--- src/rtl/rd_port_arbiter.sv ---
// rd_port_arbiter: round-robin burst arbiter on the async FIFO read side; RD_ARB_TIMEOUT_EN adds stall timeout release
module rd_port_arbiter #(
  parameter int NUM_REQ   = 4,
  parameter int DATA_SIZE = 8,
  parameter int BURST_LEN = 16,
  parameter int TIMEOUT   = 32
) (
  input  logic                 rclk,
  input  logic                 rrst,
  input  logic                 rEmpty,
  input  logic [DATA_SIZE-1:0] rdata,
  output logic                 rinc,
  input  logic [NUM_REQ-1:0]   req,
  input  logic [NUM_REQ-1:0]   rdy,
  output logic [NUM_REQ-1:0]   gnt,
  output logic [NUM_REQ-1:0]   rvalid,
  output logic [DATA_SIZE-1:0] rdata_out,
  output logic                 busy
`ifdef RD_ARB_TIMEOUT_EN
  ,
  output logic                 timeout_evt
`endif
);
  localparam int IW = $clog2(NUM_REQ);
  localparam logic [7:0] BL = 8'(BURST_LEN);
  typedef enum logic {IDLE, GRANT} state_t;
  state_t state_q, state_d;
  logic [NUM_REQ-1:0] gnt_q, gnt_d;
  logic [IW-1:0] g_q, g_d, rr_ptr_q, rr_ptr_d, sel, nxt;
  logic [7:0] cnt_q, cnt_d;
  logic found, pop, rel, to_hit;
`ifdef RD_ARB_TIMEOUT_EN
  localparam logic [7:0] TO = 8'(TIMEOUT);
  logic [7:0] stall_q, stall_d;
  logic timeout_evt_q, timeout_evt_d;
  assign to_hit = (state_q == GRANT) & ~pop & req[g_q] & (stall_q + 8'd1 == TO);
  assign timeout_evt = timeout_evt_q;
`else
  assign to_hit = 1'b0;
`endif
  assign pop = rrst & (state_q == GRANT) & req[g_q] & rdy[g_q] & ~rEmpty;
  assign rel = (state_q == GRANT) & (~req[g_q] | (pop & (cnt_q + 8'd1 == BL)) | to_hit);
  assign nxt = IW'((int'(g_q) + 1) % NUM_REQ);
  assign rinc = pop;
  assign rvalid = pop ? gnt_q : '0;
  assign rdata_out = pop ? rdata : '0;
  assign gnt = gnt_q;
  assign busy = (state_q == GRANT);
  // first requester at or above rr_ptr, wrapping; lowest offset wins
  always_comb begin
    sel = '0;
    found = 1'b0;
    for (int k = NUM_REQ - 1; k >= 0; k--) begin
      if (req[IW'((int'(rr_ptr_q) + k) % NUM_REQ)]) begin
        sel = IW'((int'(rr_ptr_q) + k) % NUM_REQ);
        found = 1'b1;
      end
    end
  end
  // next grant, pointer and burst count
  always_comb begin
    state_d = state_q;
    gnt_d = gnt_q;
    g_d = g_q;
    rr_ptr_d = rr_ptr_q;
    cnt_d = pop ? cnt_q + 8'd1 : cnt_q;
    if (state_q == IDLE) begin
      if (found) begin
        state_d = GRANT;
        gnt_d = {{(NUM_REQ-1){1'b0}}, 1'b1} << sel;
        g_d = sel;
        cnt_d = '0;
      end
    end else if (rel) begin
      state_d = IDLE;
      gnt_d = '0;
      rr_ptr_d = nxt;
    end
  end
`ifdef RD_ARB_TIMEOUT_EN
  // stall count runs only while the grantee wants data but cannot get it
  always_comb begin
    stall_d = (state_q == IDLE | pop | rel) ? 8'd0 : req[g_q] ? stall_q + 8'd1 : stall_q;
    timeout_evt_d = to_hit;
  end
`endif
  // state registers with synchronous active-low reset
  always_ff @(posedge rclk) begin
    if (!rrst) begin
      state_q <= IDLE;
      gnt_q <= '0;
      g_q <= '0;
      rr_ptr_q <= '0;
      cnt_q <= '0;
`ifdef RD_ARB_TIMEOUT_EN
      stall_q <= '0;
      timeout_evt_q <= 1'b0;
`endif
    end else begin
      state_q <= state_d;
      gnt_q <= gnt_d;
      g_q <= g_d;
      rr_ptr_q <= rr_ptr_d;
      cnt_q <= cnt_d;
`ifdef RD_ARB_TIMEOUT_EN
      stall_q <= stall_d;
      timeout_evt_q <= timeout_evt_d;
`endif
    end
  end
endmodule

--- config.mk ---
export PLATFORM = sky130hd
export DESIGN_NAME = rd_port_arbiter
export DESIGN_NICKNAME = d
export VERILOG_FILES = /design/src/rtl/rd_port_arbiter.sv
export SDC_FILE = /design/constraint.sdc
export NUM_CORES = 1
export LEC_CHECK = 0
export BUFFER_PORTS_ARGS = -buffer_cell sky130_fd_sc_hd__clkbuf_2
export CORE_MARGIN = 5
export CORE_UTILIZATION = 47
export CTS_CLUSTER_SIZE = 28
export DETAILED_ROUTE_END_ITERATION = 16
export PLACE_DENSITY_LB_ADDON = 0.1
export SETUP_SLACK_MARGIN = 0.5
export SLEW_MARGIN = 0
export SYNTH_ARGS = -nofsm -noshare
export SYNTH_HDL_FRONTEND = slang
export SYNTH_SLANG_ARGS = --single-unit
--- constraint.sdc ---
create_clock -name rclk -period 5.9 [get_ports rclk]
set_clock_uncertainty 0.05 [all_clocks]
set_input_delay 1.18 -clock rclk [delete_from_list [all_inputs] [get_ports rclk]]
set_output_delay 1.18 -clock rclk [all_outputs]
set_load 0.01 [all_outputs]
; ---- Word level (Yosys, flattened, before mapping)
; Cells that the tools add are included.
[word_totals]
register_bits = 17
input_bits = 19
out_inout_bits = 18
elab_cells = 67
[classes]
addsub = 5
order_cmp = 5
n_eq_ne = 2
shifts = 1
mux = 35
bitwise = 10
reduce_logical = 4
[op_table]
columns = op, count
row1 = 8-bit two-way mux, 4
row2 = 1-bit two-way mux, 17
row3 = 2-bit by 4-bit less-than comparator with 1-bit output (second input constant), 4
row4 = 4-bit two-way mux, 4
row5 = 1-bit binary-select mux with 2-bit select, 6
row6 = 8-bit by 1-bit adder with 8-bit output (second input constant), 1
row7 = 8-bit by 5-bit equality test with 1-bit output (second input constant), 1
row8 = 2-bit two-way mux, 4
row9 = 1-bit AND, 6
row10 = 2-bit AND reduction, 3
row11 = 2-bit by 1-bit adder with 2-bit output (second input constant), 2
row12 = 2-bit adder (second input constant), 2
row13 = 1-bit by 2-bit left shift with 4-bit output (first input constant), 1
row14 = 2-bit by 3-bit less-than comparator with 1-bit output (second input constant), 1
row15 = 1-bit inverter, 3
row16 = 2-bit by 1-bit != test with 1-bit output (second input constant), 1
row17 = 2-bit nonzero test, 1
row18 = 1-bit OR, 1

; ---- Longest topological paths before layout
; Gate-level depths: netlist of run 1.
[depth]
word_depth = 11
mapped_depth = 7
ltp_nobuf = 6

; ---- Worst setup path after synthesis of run 1
; Ideal clock, no wire load.
[synth_timing]
kind = input to output
from = in req[1]
to = out rdata_out[0]
t_arrival_ps = 2289
t_required_ps = 4670
path_slack_ps = 2381
stages = 4
n_path_buf = 1
path_cell_list = mux4_1 > and4bb_4 > clkbuf_1 > and2_1
[synth_between]
elab_chain_len = 6
[synth_lines]
columns = element, line_no
row1 = start: declaration, 13  ; input logic [NUM_REQ-1:0] req,
row2 = 1-bit binary-select mux with 2-bit select, 41  ; assign pop = rrst & (state_q == GRANT) & req[g_q] & rdy[g_q] & ~rEmpty;
row3 = 1-bit two-way mux (implied by the code), 41
row4 = 1-bit AND (3 in a row), 41
row5 = via rinc, 12  ; output logic rinc,
row6 = 8-bit two-way mux, 46  ; assign rdata_out = pop ? rdata : '0;
row7 = end: declaration, 17  ; output logic [DATA_SIZE-1:0] rdata_out,
; The timed path passes the listed nets, and every way through them passes these cells. The select of a mux whose other input is x is not followed.

; ---- Worst setup path after layout of run 1
[layout_timing]
from = in req[1]
to = out rdata_out[0]
[layout_between]
elab_chain_len = 6
[layout_lines]
columns = element, line_no
row1 = 1-bit binary-select mux with 2-bit select, 41
row2 = 1-bit two-way mux (implied by the code), 41
row3 = 1-bit AND (3 in a row), 41
row4 = 8-bit two-way mux, 46
; Every way passes these cells. The select of a mux whose other input is x is not followed.

==> impl_metrics.env, run 1 <==
export IMPL_outcome="finished clean"
export IMPL_gr_usage_total=0.1611
export IMPL_grt_busiest_layer="met2"
export IMPL_via_count=1011
export IMPL_timing_worst_setup_path_type="input port to primary output"
export IMPL_fp_coreArea_um2=2170
export IMPL_met1_usage=0.1937
export IMPL_number_of_setup_buffers_added_after_cts=0
export IMPL_numPortBuffers=36
export IMPL_timing_final_crit_share=0.6252
export IMPL_syn_num_nets=142
export IMPL_cell_area_synth_um2=1052
export IMPL_fp_dieW_um=57.32
export IMPL_finalSetupViolations=0
export IMPL_cts_sink_count=17
export IMPL_final_net_count=179
export IMPL_timing_max_cap_violations=0
export IMPL_grt_util_met2=0.2577
export IMPL_dp_hpwl_mm=1.920
export IMPL_power_density_cell_area_nw_per_um2=178.8
export IMPL_tightestPinTransition_ns=0.7318
export IMPL_grt_pass1_wl_mm=4.236
export IMPL_final_hold_worst_slack_ns=0.4579
export IMPL_initial_standard_cell_utilization_of_the_core=0.4850
export IMPL_root_buffer="clkbuf_4"
export IMPL_post_cts_hold_buffer_count=0
export IMPL_boundary_pins=37
export IMPL_rsz0062_at_grt="false"
export IMPL_die_height_um=57.32
export IMPL_critical_path_max_fanout=22
export IMPL_slew_limit_headroom=0.5089
export IMPL_fillCellCount=218
export IMPL_drc=0
export IMPL_synth_avg_cell_area_um2=8.696
export IMPL_timing_final_max_slew_violations=0
export IMPL_async_reset_ff_frac=0
export IMPL_clock_tree_buffer_depth=2
export IMPL_grtUsageMet3=0.05656
export IMPL_mean_number_of_vias_per_cell=5.465
export IMPL_cts_tree="built"
export IMPL_number_of_antenna_violations_at_the_first_check_in_global_routing=0
export IMPL_fmax_ghz=0.2711
export IMPL_via_count_of_the_first_global_routing_pass=955
export IMPL_htree_num_levels=1
export IMPL_routedWlPerCell_um=13.09
export IMPL_layout_area_overhead_vs_synth_pct=21.40
export IMPL_grt_start_max_net_pins=23
export IMPL_synth_warning_count=0
export IMPL_synth_largest_area_cell="dfxtp_1"
export IMPL_worst_ep_arrival_time_ns=2.46
export IMPL_clk_transition_reported_paths_ns=0.09
export IMPL_finalHoldViolCount=0
export IMPL_clk_insertion_delay_late_ns=0.29
export IMPL_grt_remaining_overflow=0
export IMPL_p_leak_nw=0.5550
export IMPL_timing_critical_path_from_type="input port"
export IMPL_globalplace_congestion=0.8589
export IMPL_min_delay_path_class="flop to flop"
export IMPL_worst_r2r_cell_count=5
export IMPL_synth_enable_flop_cells=0
export IMPL_endpoint_kind="primary output"
export IMPL_yosys_cell_count_top_type="dfxtp_1"
export IMPL_dr_iter_0_viols=25
export IMPL_cp_data_required_time_ns=4.67
export IMPL_antenna_diode_count=0
export IMPL_final_antenna_net_count=0
export IMPL_synthFlopType="dfxtp_1"
export IMPL_rows=17
export IMPL_totalNegativeSetupSlack_ns=0
export IMPL_wirelength_mm=2.421
export IMPL_ys_top_cells_by_count="dfxtp_1, nor2_1, and2_1, nand2_1"
export IMPL_ys_seq_area_frac=0.3234
export IMPL_power_ir_vdd_worst_mv=0.1505
export IMPL_die_area_um2=3285
export IMPL_numCtsBuffers=3
export IMPL_synth_ff_latch_count=17
export IMPL_fin_crit_ns=3.689
export IMPL_drtPass1Iterations=4
export IMPL_synth_cell_type_count=37
export IMPL_synthDominantCellAreaShare=0.3234
export IMPL_layout_cells_sized_above_1=0.2739
export IMPL_synth_area_top_cells="dfxtp_1, and2_1, mux4_1"
export IMPL_worstHoldPathCells=1
export IMPL_cts_repair_resize_count=0
export IMPL_synthesis_instances=121
[cell type report]
| class | count | area (um^2) | share of cell area |
|---|---|---|---|
| multi-input combinational | 95 | 676.9 | 0.5299 |
| clock buffer | 4 | 26.28 | 0.02057 |
| tap | 28 | 35.03 | 0.02742 |
| inverter | 5 | 18.77 | 0.01469 |
| timing repair buffer | 36 | 180.2 | 0.1410 |
| sequential | 17 | 340.3 | 0.2664 |
[logic make-up (layout without fill, tap and decap cells)]
group           count (synthesis)  count (layout)  share of synthesized area
compound gates                 25              25                     0.1784
xor+xnor                        9               9                    0.07492
fa+ha+maj                       2               2                    0.02378
buf+inv                         9              45                    0.03329
flops                          17              17                     0.3234
mux                             4               4                    0.06897
simple gates                   55              55                     0.2973
[routing by layer]
metal / up-vias / wire length (um)
met2: 32 / 1058
met1: 467 / 1062
li1: 506 / -
met5: - / 0
met4: 0 / 59
met3: 6 / 240
[per-stage QoR]
step	instances	utilization	cell area [um^2]	setup WS, ns	power (mW)
after floorplan	121	-	1052	2.381	0.1529
after CTS	185	0.5888	1277	2.196	0.2309
after global routing	185	0.5888	1277	2.139	0.2451
after detailed placement	181	0.5767	1251	2.205	0.1693
final	185	0.5888	1277	2.211	0.2285
after global placement	181	0.5767	1251	2.254	0.1682
[worst max-delay path, stage by stage]
cell and delay, ns:
clkbuf_2 0.13, mux4_1 0.55, and4bb_4 0.30, and2_1 0.18, clkbuf_2 0.12
[cell usage in the layout, fill, tap and decap left out, types with 2 or more instances in the layout]
| cell | count |
|---|---|
| mux2i_1 | 2 |
| clkbuf_2 | 36 |
| a21oi_1 | 6 |
| xor2_1 | 6 |
| a31o_1 | 2 |
| dfxtp_1 | 17 |
| nor2_1 | 14 |
| ha_1 | 2 |
| clkbuf_4 | 3 |
| nor3_1 | 2 |
| nand3_1 | 4 |
| mux4_1 | 2 |
| a221oi_1 | 2 |
| xnor2_1 | 3 |
| and3_1 | 5 |
| nand2_1 | 9 |
| inv_1 | 5 |
| o21ai_0 | 3 |
| a22o_1 | 3 |
| nor3b_1 | 2 |
| and2_1 | 13 |
[state kept, by name, indices dropped and copies added, names as in the netlist]
signal,count
busy,1
cnt_q,8
g_q,2
gnt,4
rr_ptr_q,2
[path summary, 6_finish.rpt]
path | to | slack (ns) | from
max | rdata_out[0] | 2.21 | req[1]
min | gnt[2]$_SDFFE_PN0P_ | 0.46 | gnt[2]$_SDFFE_PN0P_
max reg2reg | rr_ptr_q[0]$_SDFFE_PN0P_ | 3.68 | g_q[0]$_SDFFE_PN0P_
min reg2reg | gnt[2]$_SDFFE_PN0P_ | 0.46 | gnt[2]$_SDFFE_PN0P_
[power breakdown]
group	total, mW	internal (mW)	switching (mW)
clock network	0.0620	0.0263	0.0357
registers	0.126	0.120	0.00626
logic	0.0403	0.0195	0.0208
total	0.228	0.166	0.0627
No activity file was read; power rests on OpenSTA's default activity.
==> run 2, diff against run 1 <==
--- a/config.mk
+++ b/config.mk
@@ -7,7 +7,7 @@
 export LEC_CHECK = 0
 export BUFFER_PORTS_ARGS = -buffer_cell sky130_fd_sc_hd__clkbuf_2
 export CORE_MARGIN = 5
-export CORE_UTILIZATION = 47
+export CORE_UTILIZATION = 44
 export CTS_CLUSTER_SIZE = 28
 export DETAILED_ROUTE_END_ITERATION = 16
 export PLACE_DENSITY_LB_ADDON = 0.1
==> constraint.sdc (replaced) <==
create_clock -name rclk -period 3.3 [get_ports rclk]
set_clock_uncertainty 0.05 [all_clocks]
set_input_delay 0.66 -clock rclk [delete_from_list [all_inputs] [get_ports rclk]]
set_output_delay 0.66 -clock rclk [all_outputs]
set_load 0.01 [all_outputs]
==> run 2 against run 1 <==
Sequential cell count stayed put. Critical path type is now flop to primary output. Worst hold slack got worse by 0.0081 ns. Core utilization fell by 1.9 points. Critical path depth down 1. Die area up 5.6%. Sequential power up 79%. Non-clock buffer count is 1 higher.
==> impl_metrics.env, run 2 (synthesized netlist as in run 1, its figures left out) <==
export IMPL_drc=0
export IMPL_dp_cells=182
export IMPL_power_ir_vdd_worst_mv=0.2287
export IMPL_number_of_antenna_violations_at_the_first_check_in_global_routing=0
export IMPL_cts_sink_count=17
export IMPL_r2r_end="gnt[3]$_SDFFE_PN0P_"
export IMPL_worst_r2r_cell_count=5
export IMPL_initial_standard_cell_utilization_of_the_core=0.4667
export IMPL_clk_insertion_delay_late_ns=0.28
export IMPL_outcome="finished clean"
export IMPL_worstHoldPathCells=1
export IMPL_timing_worst_setup_path_type="flop to primary output"
export IMPL_dp_hpwl_mm=1.860
export IMPL_drtPass1Iterations=4
export IMPL_via_count=1003
export IMPL_clock_tree_buffer_depth=2
export IMPL_fp_coreArea_um2=2255
export IMPL_crit_chain="mux4_1 -> and4bb_4 -> and2_1 -> clkbuf_2"
export IMPL_endpoint_kind="primary output"
export IMPL_tightestPinTransition_ns=0.6539
export IMPL_numCtsBuffers=3
export IMPL_layout_cells_sized_above_1=0.2785
export IMPL_final_antenna_net_count=0
export IMPL_timing_final_crit_share=0.8080
export IMPL_min_delay_path_class="flop to flop"
export IMPL_layout_commonest_cell="clkbuf_2"
export IMPL_postLayoutCellArea_um2=1285
export IMPL_grt_pass1_wl_mm=3.974
export IMPL_post_cts_hold_buffer_count=0
export IMPL_root_buffer="clkbuf_4"
export IMPL_fin_cells=186
export IMPL_fillCellCount=217
export IMPL_reg2reg_setup_slack_ns=1.12
export IMPL_final_net_count=180
export IMPL_finalHoldViolCount=0
export IMPL_antenna_diode_count=0
export IMPL_htree_num_levels=1
export IMPL_grt_start_max_net_pins=23
export IMPL_p_leak_nw=0.5604
export IMPL_die_height_um=58.90
export IMPL_rsz0062_at_grt="false"
export IMPL_timing_hold_worst_start="gnt[0]$_SDFFE_PN0P_"
export IMPL_crit_path_max_incr_delay_ns=0.62
export IMPL_layout_area_overhead_vs_synth_pct=22.12
export IMPL_numPortBuffers=36
export IMPL_final_hold_worst_slack_ns=0.4498
export IMPL_clk_transition_reported_paths_ns=0.09
export IMPL_highest_count_cells_in_the_layout_ignoring_fill_and_taps="clkbuf_2, dfxtp_1, nor2_1"
export IMPL_grt_remaining_overflow=0
export IMPL_routedWlPerCell_um=12.59
export IMPL_wirelength_mm=2.342
export IMPL_r2r_start="g_q[0]$_SDFFE_PN0P_"
export IMPL_globalplace_congestion=0.8280
export IMPL_dr_iter_0_viols=16
export IMPL_boundary_pins=37
export IMPL_cts_tree="built"
export IMPL_power_density_cell_area_nw_per_um2=314.9
export IMPL_worst_ep_arrival_time_ns=1.96
export IMPL_placedInstanceArea_um2=1259
export IMPL_fp_dieW_um=58.90
export IMPL_die_area_um2=3469
export IMPL_largest_register_ffs=8
export IMPL_timing_critical_path_slowest_stage_cell="mux4_1"
export IMPL_gr_usage_total=0.1449
export IMPL_timing_critical_path_from_type="flop"
export IMPL_totalNegativeSetupSlack_ns=0
export IMPL_rows=17
export IMPL_finalSetupViolations=0
export IMPL_cts_repair_resize_count=0
export IMPL_fmax_ghz=0.3750
export IMPL_mean_number_of_vias_per_cell=5.392
export IMPL_layout_area_seq_um2=340.3
export IMPL_cp_data_required_time_ns=2.59
export IMPL_number_of_setup_buffers_added_after_cts=0
export IMPL_multiInputGateArea_um2=676.9
export IMPL_via_count_of_the_first_global_routing_pass=934
export IMPL_slew_limit_headroom=0.5611
export IMPL_timing_max_cap_violations=0
export IMPL_fin_crit_ns=2.666
export IMPL_registers_top_by_ff_count="cnt_q"
export IMPL_critical_path_max_fanout=22
export IMPL_timing_final_max_slew_violations=0
export IMPL_min_delay_worst_endpoint="gnt[0]$_SDFFE_PN0P_"
-- run 2: cell types whose count changed in the layout (fill, tap and decap cells not counted), sizes merged --
| cell | previous run | this run |
|---|---|---|
| buf | 0 | 1 |
-- run 2: worst max path at each step --
stage | startpoint | endpoint | slack (ns) | cells past startpoint
2_1_floorplan | req[1] | rdata_out[0] | 0.82 | 4
3_3_place_gp | req[1] | rdata_out[0] | 0.69 | 5
3_5_place_dp | req[1] | rdata_out[4] | 0.66 | 5
4_1_cts | g_q[0]$_SDFFE_PN0P_ | rdata_out[4] | 0.62 | 4
5_1_grt | g_q[0]$_SDFFE_PN0P_ | rdata_out[4] | 0.53 | 4
6_report | g_q[0]$_SDFFE_PN0P_ | rdata_out[6] | 0.63 | 4
-- run 2: cell type report --
class                   instances  area share
clock buffers                   4     0.02045
inverters                       5     0.01461
multi-input cells              95      0.5268
flip-flops and latches         17      0.2648
well taps                      28     0.02726
repair buffers                 37      0.1461
-- run 2: power breakdown --
| part | internal (mW) | switching, mW |
|---|---|---|
| Sequential | 0.214 | 0.0114 |
| Clock | 0.0469 | 0.0611 |
| Combinational | 0.0352 | 0.0356 |
| Total | 0.297 | 0.108 |
-- run 2: worst max-delay path, delay by kind of cell, from the launching register on --
family | cells | cell delay (ns)
buf+inv | 1 | 0.12
flops | 1 | 0.45
mux | 1 | 0.62
simple gates | 2 | 0.48
-- run 2: through the flow --
stage	power, mW	setup slack [ns]	util
finish	0.4046	0.6337	0.5699
global route	0.4305	0.5350	0.5699
detailed placement	0.3023	0.6584	0.5583
floorplan	0.2733	0.8215	-
CTS	0.4128	0.6190	0.5699
global placement	0.3015	0.6946	0.5583
-- run 2: metal layers --
layer	GRT usage	up-vias	wire length, um
met2	0.2461	32	1094
met3	0.03070	2	209
met1	0.1698	459	1020
met4	0.07443	0	18
li1	-	510	-
met5	0	-	0
==> run 3, diff against run 2 <==
--- a/config.mk
+++ b/config.mk
@@ -7,7 +7,7 @@
 export LEC_CHECK = 0
 export BUFFER_PORTS_ARGS = -buffer_cell sky130_fd_sc_hd__clkbuf_2
 export CORE_MARGIN = 5
-export CORE_UTILIZATION = 44
+export CORE_UTILIZATION = 47
 export CTS_CLUSTER_SIZE = 28
 export DETAILED_ROUTE_END_ITERATION = 16
 export PLACE_DENSITY_LB_ADDON = 0.1
==> constraint.sdc (replaced) <==
create_clock -name rclk -period 2.8 [get_ports rclk]
set_clock_uncertainty 0.05 [all_clocks]
set_input_delay 0.56 -clock rclk [delete_from_list [all_inputs] [get_ports rclk]]
set_output_delay 0.56 -clock rclk [all_outputs]
set_load 0.01 [all_outputs]
==> run 3 against run 2 <==
Routed wire length rose by 16%. Final cell count rose by 2.2%. Register-to-register slack got worse by 0.50 ns. Clock-buffer cell count did not move. Sequential power rose by 18%. Critical path depth did not move. Largest cell class unchanged. Via count rose by 4.0%. Setup slack got worse by 0.21 ns. Sequential cell count did not move. Critical endpoint is now rdata_out[0]. Sequential share of layout area fell by 0.42 points. Clock power rose by 22%.
==> impl_metrics.env, run 3 (synthesized netlist as in run 1, its figures left out) <==
export IMPL_outcome="finished clean"
export IMPL_final_hold_worst_slack_ns=0.4561
export IMPL_wl_met2_mm=1.305
export IMPL_timing_critical_path_slowest_stage_cell="mux4_2"
export IMPL_timing_critical_path_from_type="flop"
export IMPL_layout_commonest_cell="clkbuf_2"
export IMPL_cts_sink_count=17
export IMPL_mean_number_of_vias_per_cell=5.489
export IMPL_antenna_diode_count=0
export IMPL_clk_insertion_delay_late_ns=0.29
export IMPL_grt_start_max_net_pins=12
export IMPL_power_ir_vdd_worst_mv=0.3030
export IMPL_grt_remaining_overflow=0
export IMPL_rows=17
export IMPL_fp_dieW_um=57.32
export IMPL_number_of_antenna_violations_at_the_first_check_in_global_routing=0
export IMPL_registers_top_by_ff_count="cnt_q"
export IMPL_fmax_ghz=0.4205
export IMPL_critical_path_max_fanout=11
export IMPL_endpoint_kind="primary output"
export IMPL_finalHoldViolCount=0
export IMPL_via_count=1043
export IMPL_highest_count_cells_in_the_layout_ignoring_fill_and_taps="clkbuf_2, dfxtp_1, nor2_1"
export IMPL_die_height_um=57.32
export IMPL_slew_limit_headroom=0.5448
export IMPL_dp_hpwl_mm=1.999
export IMPL_worstPathBufferInverterCount=1
export IMPL_power_density_cell_area_nw_per_um2=374.7
export IMPL_dr_iter_0_viols=29
export IMPL_tightestPinTransition_ns=0.6783
export IMPL_timing_max_cap_violations=0
export IMPL_timing_worst_setup_path_type="flop to primary output"
export IMPL_timing_final_crit_share=0.8494
export IMPL_clk_transition_reported_paths_ns=0.10
export IMPL_rsz0062_at_grt="true"
export IMPL_grt_pass1_wl_mm=4.678
export IMPL_path_delay_family="multiplexers"
export IMPL_root_buffer="clkbuf_4"
export IMPL_drtPass1Iterations=4
export IMPL_m1WireLength_mm=1.112
export IMPL_numCtsBuffers=3
export IMPL_layout_cells_sized_above_1=0.3148
export IMPL_min_delay_path_class="flop to flop"
export IMPL_reg2reg_setup_slack_ns=0.62
export IMPL_post_cts_hold_buffer_count=0
export IMPL_final_antenna_net_count=0
export IMPL_worst_ep_arrival_time_ns=1.77
export IMPL_timing_final_max_slew_violations=0
export IMPL_die_area_um2=3285
export IMPL_initial_standard_cell_utilization_of_the_core=0.4850
export IMPL_fillCellCount=214
export IMPL_met3WireLength_um=265
export IMPL_boundary_pins=37
export IMPL_p_leak_nw=0.5742
export IMPL_fin_crit_ns=2.378
export IMPL_crit_chain="mux4_2 -> and4bb_4 -> and2_1 -> clkbuf_2"
export IMPL_gr_usage_total=0.1774
export IMPL_htree_num_levels=1
export IMPL_layout_area_overhead_vs_synth_pct=25.45
export IMPL_wirelength_mm=2.709
export IMPL_route_top_layer_used="met4"
export IMPL_numPortBuffers=36
export IMPL_routedWlPerCell_um=14.26
export IMPL_drc=0
export IMPL_clock_tree_buffer_depth=2
export IMPL_fp_coreArea_um2=2170
export IMPL_cp_data_required_time_ns=2.19
export IMPL_finalSetupViolations=0
export IMPL_crit_path_max_incr_delay_ns=0.55
export IMPL_globalplace_congestion=0.8663
export IMPL_via_count_of_the_first_global_routing_pass=1020
export IMPL_largest_register_ffs=8
export IMPL_final_net_count=184
export IMPL_cts_tree="built"
export IMPL_totalNegativeSetupSlack_ns=0
## run 3: cell count changes in the layout (fill, tap and decap cells not counted)
cell and delta:
mux4_2 +2, dfxtp_1 -1, mux4_1 -2, and4bb_4 +1, dfxtp_4 +1, buf_4 +3
## run 3: power by group
| part | internal (mW) | switching, mW | total, mW | leakage, nW |
|---|---|---|---|---|
| Clock | 0.0554 | 0.0764 | 0.132 | 0.0150 |
| Combinational | 0.0472 | 0.0493 | 0.0965 | 0.420 |
| Sequential | 0.253 | 0.0135 | 0.266 | 0.139 |
| Total | 0.355 | 0.139 | 0.495 | 0.574 |
## run 3: what timing repair did
item                       4_1_cts  5_1_grt
resized for setup                5        0
gates cloned                     1        0
setup buffers                    1        2
pin swaps                        3        0
setup endpoints to repair       13       12
## run 3: cell type report
| type | instances | area, um^2 | share of cell area |
|---|---|---|---|
| inverter | 5 | 18.77 | 0.01422 |
| tap | 28 | 35.03 | 0.02654 |
| sequential | 17 | 344.1 | 0.2607 |
| multi-input combinational | 96 | 685.7 | 0.5194 |
| timing repair buffer | 40 | 210.2 | 0.1592 |
| clock buffer | 4 | 26.28 | 0.01991 |
## run 3: path summary, 6_finish.rpt
path / startpoint / end / cells past startpoint
max: g_q[0]$_SDFFE_PN0P_ / rdata_out[0] / 4
min: gnt[0]$_SDFFE_PN0P_ / gnt[0]$_SDFFE_PN0P_ / 1
max reg2reg: g_q[0]$_SDFFE_PN0P_ / gnt[3]$_SDFFE_PN0P_ / 6
min reg2reg: gnt[0]$_SDFFE_PN0P_ / gnt[0]$_SDFFE_PN0P_ / 1
## run 3: routing by layer
layer / vias to the layer above / global-route usage
met2: 44 / 0.2904
li1: 519 / -
met4: 0 / 0.07285
met5: - / 0
met3: 4 / 0.05204
met1: 476 / 0.2170
## run 3: per-stage QoR
stage | std cells | worst slack (ns) | util | total power, mW | cell area (um^2)
6_report | 190 | 0.4218 | 0.6084 | 0.4947 | 1320
5_1_grt | 190 | 0.3523 | 0.6084 | 0.5203 | 1320
4_1_cts | 188 | 0.3925 | 0.6015 | 0.4957 | 1305
3_5_place_dp | 182 | 0.3484 | 0.5802 | 0.3587 | 1259
3_3_place_gp | 182 | 0.3955 | 0.5802 | 0.3550 | 1259
2_1_floorplan | 121 | 0.5215 | - | 0.3221 | 1052
